--- config.mk ---
export PLATFORM = sky130hd
export DESIGN_NAME = word_tokenizer
export DESIGN_NICKNAME = d
export VERILOG_FILES = /design/src/rtl/word_tokenizer.sv
export SDC_FILE = /design/constraint.sdc
export NUM_CORES = 1
export LEC_CHECK = 0
export ABC_AREA = 1
export CAP_MARGIN = 30
export CORE_ASPECT_RATIO = 2
export CORE_MARGIN = 10
export CORE_UTILIZATION = 51
export DETAILED_ROUTE_END_ITERATION = 12
export HOLD_SLACK_MARGIN = 0.1
export PLACE_DENSITY = 0.9
export SKIP_LAST_GASP = 1
export SYNTH_ARGS = -nofsm -noshare
export SYNTH_HDL_FRONTEND = slang
export SYNTH_SLANG_ARGS = --single-unit
--- constraint.sdc ---
create_clock -name clk -period 12 [get_ports clk]
set_clock_uncertainty 0.05 [all_clocks]
set_input_delay 2.4 -clock clk [delete_from_list [all_inputs] [get_ports clk]]
set_output_delay 2.4 -clock clk [all_outputs]
set_load 0.01 [all_outputs]
--- src/rtl/word_tokenizer.sv ---
// ---------------------------------------------------------------------------
// word_tokenizer
//   Splits an incoming text byte stream on whitespace. Each word becomes a
//   {key, value} entry for the downstream word-count stage. The key holds the
//   word left-aligned and zero-padded, and the value is 1. Entries are written
//   through a we/full interface.
//
//   Optional build macro: WORD_TOKENIZER_CASEFOLD_EN
//     When defined, ASCII 'A'..'Z' are folded to 'a'..'z' before packing.
//     Delimiter detection is the same in both builds.
//
// Ports
//   clk         system clock
//   reset       asynchronous active-high reset
//   in_data     input byte
//   in_valid    in_data is valid
//   in_last     final byte of the stream (qualified by in_valid)
//   in_ready    a byte is accepted this cycle when in_valid is also high
//   dout        packed entry {key, value}, stable while we is pending
//   we          write strobe to the downstream buffer
//   full        downstream buffer full; suppresses we
//   word_count  words emitted since reset (wraps)
//   trunc_count words longer than KEY_BYTES (saturates)
//   done        one-cycle pulse after the last word of a stream
//
// Revision: 1.0 - initial release
// ---------------------------------------------------------------------------
`default_nettype none

module word_tokenizer #(
  parameter int KEY_BYTES   = 16,
  parameter int VALUE_WIDTH = 32,
  parameter int TRUNC_CNT_W = 16
) (
  input  logic                               clk,
  input  logic                               reset,
  input  logic [7:0]                         in_data,
  input  logic                               in_valid,
  input  logic                               in_last,
  output logic                               in_ready,
  output logic [8*KEY_BYTES+VALUE_WIDTH-1:0] dout,
  output logic                               we,
  input  logic                               full,
  output logic [31:0]                        word_count,
  output logic [TRUNC_CNT_W-1:0]             trunc_count,
  output logic                               done
);

  localparam int KEY_W = 8 * KEY_BYTES;
  localparam int IDX_W = $clog2(KEY_BYTES + 1);

  typedef enum logic [2:0] {
    S_IDLE  = 3'd0,
    S_ACCUM = 3'd1,
    S_SKIP  = 3'd2,
    S_EMIT  = 3'd3,
    S_DONE  = 3'd4
  } state_t;

  state_t                 state_q, state_d;
  logic [KEY_W-1:0]       key_q, key_d;
  logic [IDX_W-1:0]       idx_q, idx_d;
  logic                   trunc_q, trunc_d;
  logic                   last_q, last_d;
  logic [31:0]            wc_q, wc_d;
  logic [TRUNC_CNT_W-1:0] tc_q, tc_d;

  logic       accept;
  logic       is_delim;
  logic [7:0] byte_f;

  function automatic logic [7:0] fold_byte(input logic [7:0] b);
`ifdef WORD_TOKENIZER_CASEFOLD_EN
    if (b >= 8'h41 && b <= 8'h5A) begin
      return b + 8'h20;
    end
    return b;
`else
    return b;
`endif
  endfunction

  // Only the three collecting states take input. Reset gates in_ready
  // directly so it reads low for the whole reset interval.
  assign in_ready = ~reset & ((state_q == S_IDLE) || (state_q == S_ACCUM) ||
                              (state_q == S_SKIP));
  assign accept   = in_valid & in_ready;
  assign is_delim = (in_data == 8'h20) || (in_data == 8'h09) ||
                    (in_data == 8'h0A) || (in_data == 8'h0D) ||
                    (in_data == 8'h00);
  assign byte_f   = fold_byte(in_data);

  assign we       = (state_q == S_EMIT) & ~full;
  assign dout     = (state_q == S_EMIT) ? {key_q, VALUE_WIDTH'(1)} : '0;
  assign done     = (state_q == S_DONE);
  assign word_count  = wc_q;
  assign trunc_count = tc_q;

  always_comb begin
    state_d = state_q;
    key_d   = key_q;
    idx_d   = idx_q;
    trunc_d = trunc_q;
    last_d  = last_q;
    wc_d    = wc_q;
    tc_d    = tc_q;

    case (state_q)
      S_IDLE: begin
        if (accept) begin
          if (is_delim) begin
            // A stream may end with no word open.
            if (in_last) state_d = S_DONE;
          end else begin
            key_d   = {byte_f, {(KEY_W-8){1'b0}}};
            idx_d   = IDX_W'(1);
            trunc_d = 1'b0;
            if (in_last) begin
              last_d  = 1'b1;
              state_d = S_EMIT;
            end else begin
              state_d = S_ACCUM;
            end
          end
        end
      end

      S_ACCUM: begin
        if (accept) begin
          if (is_delim) begin
            last_d  = in_last;
            state_d = S_EMIT;
          end else begin
            if (idx_q == IDX_W'(KEY_BYTES)) begin
              trunc_d = 1'b1;
            end else begin
              for (int i = 0; i < KEY_BYTES; i++) begin
                if (idx_q == IDX_W'(i)) key_d[KEY_W-8-8*i +: 8] = byte_f;
              end
              idx_d = idx_q + IDX_W'(1);
            end
            if (in_last) begin
              last_d  = 1'b1;
              state_d = S_EMIT;
            end else if (idx_q == IDX_W'(KEY_BYTES)) begin
              state_d = S_SKIP;
            end
          end
        end
      end

      S_SKIP: begin
        if (accept && (is_delim || in_last)) begin
          last_d  = in_last;
          state_d = S_EMIT;
        end
      end

      S_EMIT: begin
        if (!full) begin
          wc_d = wc_q + 32'd1;
          if (trunc_q && (tc_q != {TRUNC_CNT_W{1'b1}})) begin
            tc_d = tc_q + TRUNC_CNT_W'(1);
          end
          key_d   = '0;
          idx_d   = '0;
          trunc_d = 1'b0;
          last_d  = 1'b0;
          state_d = last_q ? S_DONE : S_IDLE;
        end
      end

      S_DONE:  state_d = S_IDLE;
      default: state_d = S_IDLE;
    endcase
  end

  always_ff @(posedge clk or posedge reset) begin
    if (reset) begin
      state_q <= S_IDLE;
      key_q   <= '0;
      idx_q   <= '0;
      trunc_q <= 1'b0;
      last_q  <= 1'b0;
      wc_q    <= '0;
      tc_q    <= '0;
    end else begin
      state_q <= state_d;
      key_q   <= key_d;
      idx_q   <= idx_d;
      trunc_q <= trunc_d;
      last_q  <= last_d;
      wc_q    <= wc_d;
      tc_q    <= tc_d;
    end
  end

endmodule

`default_nettype wire

Word-level counts from Yosys, hierarchy flattened --
Index checks and enable logic that the tools add are counted.
Storage, ports and cells: register bits 186, output and inout port bits 211, logic and storage cells 174
Cells by class: add/subtract/negate cells 3, eq/ne operators 51, multiplexer cells 57, bitwise logic cells 5, reductions and logical operators 36
Operator list (count):
- $mux 128 | 6
- $pmux 128 s3 | 1
- $mux 160 | 1
- $mux 8 | 16
- $reduce_and 8->1 | 16
- $eq 5x4->1 const B | 8
- $ne 2x1->1 const B | 18
- $add 32x1->32 const B | 1
- $mux 3 | 10
- $mux 5 | 6
- $eq 8x4->1 const B | 3
- $eq 5x3->1 const B | 4
- $add 16x1->16 const B | 1
- $ne 16x16->1 const B | 1
- $pmux 5 s3 | 1
- $reduce_and 7->1 | 2
- $mux 1 | 12
- $ne 2x2->1 const B | 6
- $pmux 3 s4 | 1
- $reduce_and 6->1 | 2
- $eq 5x2->1 const B | 2
- $eq 8x6->1 const B | 1
- $logic_not 8->1 | 1
- $logic_or 1x1->1 | 7
- other kinds (20) | 25

Logic depth before layout (Yosys ltp) --
depth after elaboration 9, gate-level depth with buffers 14

Worst setup path before layout --
Ideal clock, no wire load.
kind input port to output port, from in reset, to out in_ready, data arrival time 6927 ps, data required time 9550 ps, path slack 2623 ps, stages 3, buffers on the path 0, cells stage by stage inv_1 > o211ai_1 > inv_1
On the way: word-level cells in the longest chain between the ends 2
Ends and longest elaborated chain:
- start, declared | line 36 | input logic reset,
- $not 1->1 | line 85 | assign in_ready = ~reset & ((state_q == S_IDLE) || (state_q == S_ACCUM) ||
- $and 1x1->1 | line 85
- end, declared | line 40 | output logic in_ready,
Every way passes these cells.

Worst setup path in the final report --
from in full, to out we
On the way: word-level cells in the longest chain between the ends 2
Ends and longest elaborated chain:
- start, declared | line 43 | input logic full,
- $not 1->1 (no source line)
- $and 1x1->1 | line 93 | assign we = (state_q == S_EMIT) & ~full;
- end, declared | line 42 | output logic we,
Every way passes these cells.

==> results_dict.tcl <==
set metrics [dict create \
    status "finished clean" \
    critPathMaxStageDelay_ns 0.59 \
    grt_max_degree 106 \
    h-tree-depth 4 \
    slew_violations 0 \
    cp_top_family "buffers and inverters" \
    final_common_cell "nand2_1" \
    place_congestion 0.860 \
    clockBufferDepth 2 \
    p_per_area_mw_per_mm2 205 \
    grt_usage_pct 21.2 \
    power.leakage_nw 6.12 \
    placed_area_mm2 0.0119 \
    crit_slowest_cell "clkdlybuf4s50_1" \
    io_buffers 192 \
    die_w_um 118 \
    cp_num_buf_inv 4 \
    setup_viol 0 \
    die_h_um 217 \
    num_rows 71 \
    tightest_slew_ns 1.02 \
    dp_hpwl_mm 20.9 \
    grt_antenna_before_repair 0 \
    post_cts_buffers 0 \
    end_kind "output pin" \
    clkSinkCount 186 \
    syn_area_per_cell_um2 7.25 \
    final_cell_area_mm2 0.0125 \
    grt_overflow 0 \
    cts_tree "built" \
    vias 8884 \
    worst_slack_ns 5.46 \
    syn_to_final_growth_pct 26.6 \
    initial_core_util_pct 52.1 \
    grt_pass1_wl_mm 44.2 \
    drive_gt1_share_pct 5.92 \
    critPathMaxFanout 12 \
    met1_usage_pct 20.7 \
    yosysSeqAreaShare_pct 47.2 \
    synth-main-ff-cell "dfrtp_1" \
    cts_buffers 17 \
    netlist_area_mm2 0.00986 \
    whs_ns 0.422 \
    peakVddDrop_v 0.000125 \
    timing.fmax_mhz 153 \
    worstSkewPairLatency_ns 0.44 \
    maxCapViolCount 0 \
    crit_required_ns 9.55 \
    cts.clk_slew.worst_paths_ns 0.06 \
    startpoint_type "input pin" \
    ys_warn_count 0 \
    ys_ff_latch 186 \
    arrival_ns 4.09 \
    syn_inst 1361 \
    nets 1562 \
    pre_cts_ws_ns 5.01 \
    hold_buffers 0 \
    core_mm2 0.0189 \
    top_usage_layer "met2" \
    use_met3_pct 4.56 \
    critPathKind "in -> out" \
    drc_errors 0 \
    stdcell_count 1810 \
    synth_edf_count 0 \
    wl_per_cell_um 15.4 \
    cp_cell_sequence "clkdlybuf4s50_1 > inv_1 > nand2_1 > inv_2 > clkdlybuf4s50_1" \
    ios 224 \
    dieArea_mm2 0.0256 \
    cpMostUsedCell "clkdlybuf4s50_1" \
    period_needed_ns 6.54 \
    setup-tns-final_ns 0 \
    vias_per_cell 4.91 \
    hold_class "reg -> reg" \
    wl_mm 27.9 \
    finalCritPeriodShare_pct 54.5 \
    synthDistinctLibCells 34 \
    dp.cells 1777 \
    fillers 1536 \
    layout_common_cells "nand2_1 (527), nor2_1 (204), clkdlybuf4s50_1 (192)" \
    antennaDiodeCount 0 \
    async_flop_share_pct 100 \
    rsz0062_at_grt "no" \
    dr.pass1.iters 7 \
    cts-root-buf "clkbuf_16" \
    hold_viol_final 0 \
    drt_iter0_drc 525 \
    cts_resized 0 \
    relSlewSlack_pct 32.0 \
    grt_pass1_vias 8913 \
    use_met2_pct 39.3 \
    ant_nets 0 \
]
-- registers in the layout (all words and copies together), names as in the netlist --
signal,count
state_q,3
trunc_count,16
last_q,1
trunc_q,1
idx_q,5
key_q,128
word_count,32
-- metrics by stage --
step           total power (W)  utilization [%]
2_1_floorplan          0.00166                -
3_3_place_gp           0.00196             62.6
3_5_place_dp           0.00200             62.7
4_1_cts                0.00257             65.8
5_1_grt                0.00274             66.0
6_report               0.00256             66.0
-- routing by layer --
layer	part of all wire [%]	routed length, um	vias to the layer above
li1	-	-	4327
met1	34	9600	4162
met2	55	15300	313
met3	5.9	1640	82
met4	5.0	1400	0
met5	0	0	-
-- worst paths after layout --
kind | from | to | slack, ns | cells after the start
worst min register to register | key_q[16] | key_q[16] | 0.42 | 2
max in group asynchronous | reset | key_q[37] | 8.31 | 5
worst min-delay path | key_q[16] | key_q[16] | 0.42 | 2
worst max-delay path | full | we | 5.46 | 5
worst max register to register | state_q[2] | key_q[73] | 8.98 | 7
min in group asynchronous | reset | trunc_count[14] | 2.18 | 2
-- worst register-to-register path, cell delays in order, from the launching register on --
cell	delay [ns]
dfrtp_1	0.45
inv_2	0.15
nand2_1	0.13
nor2_2	0.56
inv_1	0.45
nor2_2	0.84
nand2_1	0.18
nand2_1	0.14
-- cell usage after synthesis (6+ instances only) --
master	n	share of area, %
dfrtp_1	186	47
xnor2_1	15	1.3
xor2_1	28	2.5
buf_4	34	2.6
clkbuf_1	17	0.65
nor2_2	24	1.5
nand3_1	26	1.3
o21ai_1	6	0.30
nand4_1	10	0.63
nand2_4	10	1.1
nor3_1	14	0.71
nand2_1	528	20
inv_2	8	0.30
inv_1	179	6.8
buf_2	11	0.56
nor2_1	204	7.8
o21ai_0	29	1.5
ha_1	7	0.89
-- area by class of cell --
type / count / area, um^2 / share of cell area [%]
clock inverters: 14 / 154 / 1.23
repair buffers: 197 / 2000 / 16.0
well taps: 255 / 319 / 2.56
inverters: 187 / 707 / 5.66
flip-flops and latches: 186 / 4650 / 37.3
clock buffers: 18 / 439 / 3.52
multi-input cells: 953 / 4210 / 33.7
-- cell families (layout without fill, tap and decap cells) --
| kind of cell | after synthesis | in the layout | share of synthesized area, % |
|---|---|---|---|
| compound gates | 44 | 44 | 2.36 |
| simple gates | 828 | 828 | 34.4 |
| buf+inv | 252 | 416 | 11.3 |
| other cells | 1 | 31 | 0.0380 |
| fa+ha+maj | 7 | 7 | 0.888 |
| flops | 186 | 186 | 47.2 |
| xor+xnor | 43 | 43 | 3.82 |
-- report_power, final --
group	total, W	leakage, nW	internal [W]	switching, W
logic	0.00106	3.35	0.000325	0.000731
registers	0.000941	2.48	0.000815	0.000126
clock network	0.000563	0.286	0.000301	0.000262
No activity file was read; power rests on OpenSTA's default activity.
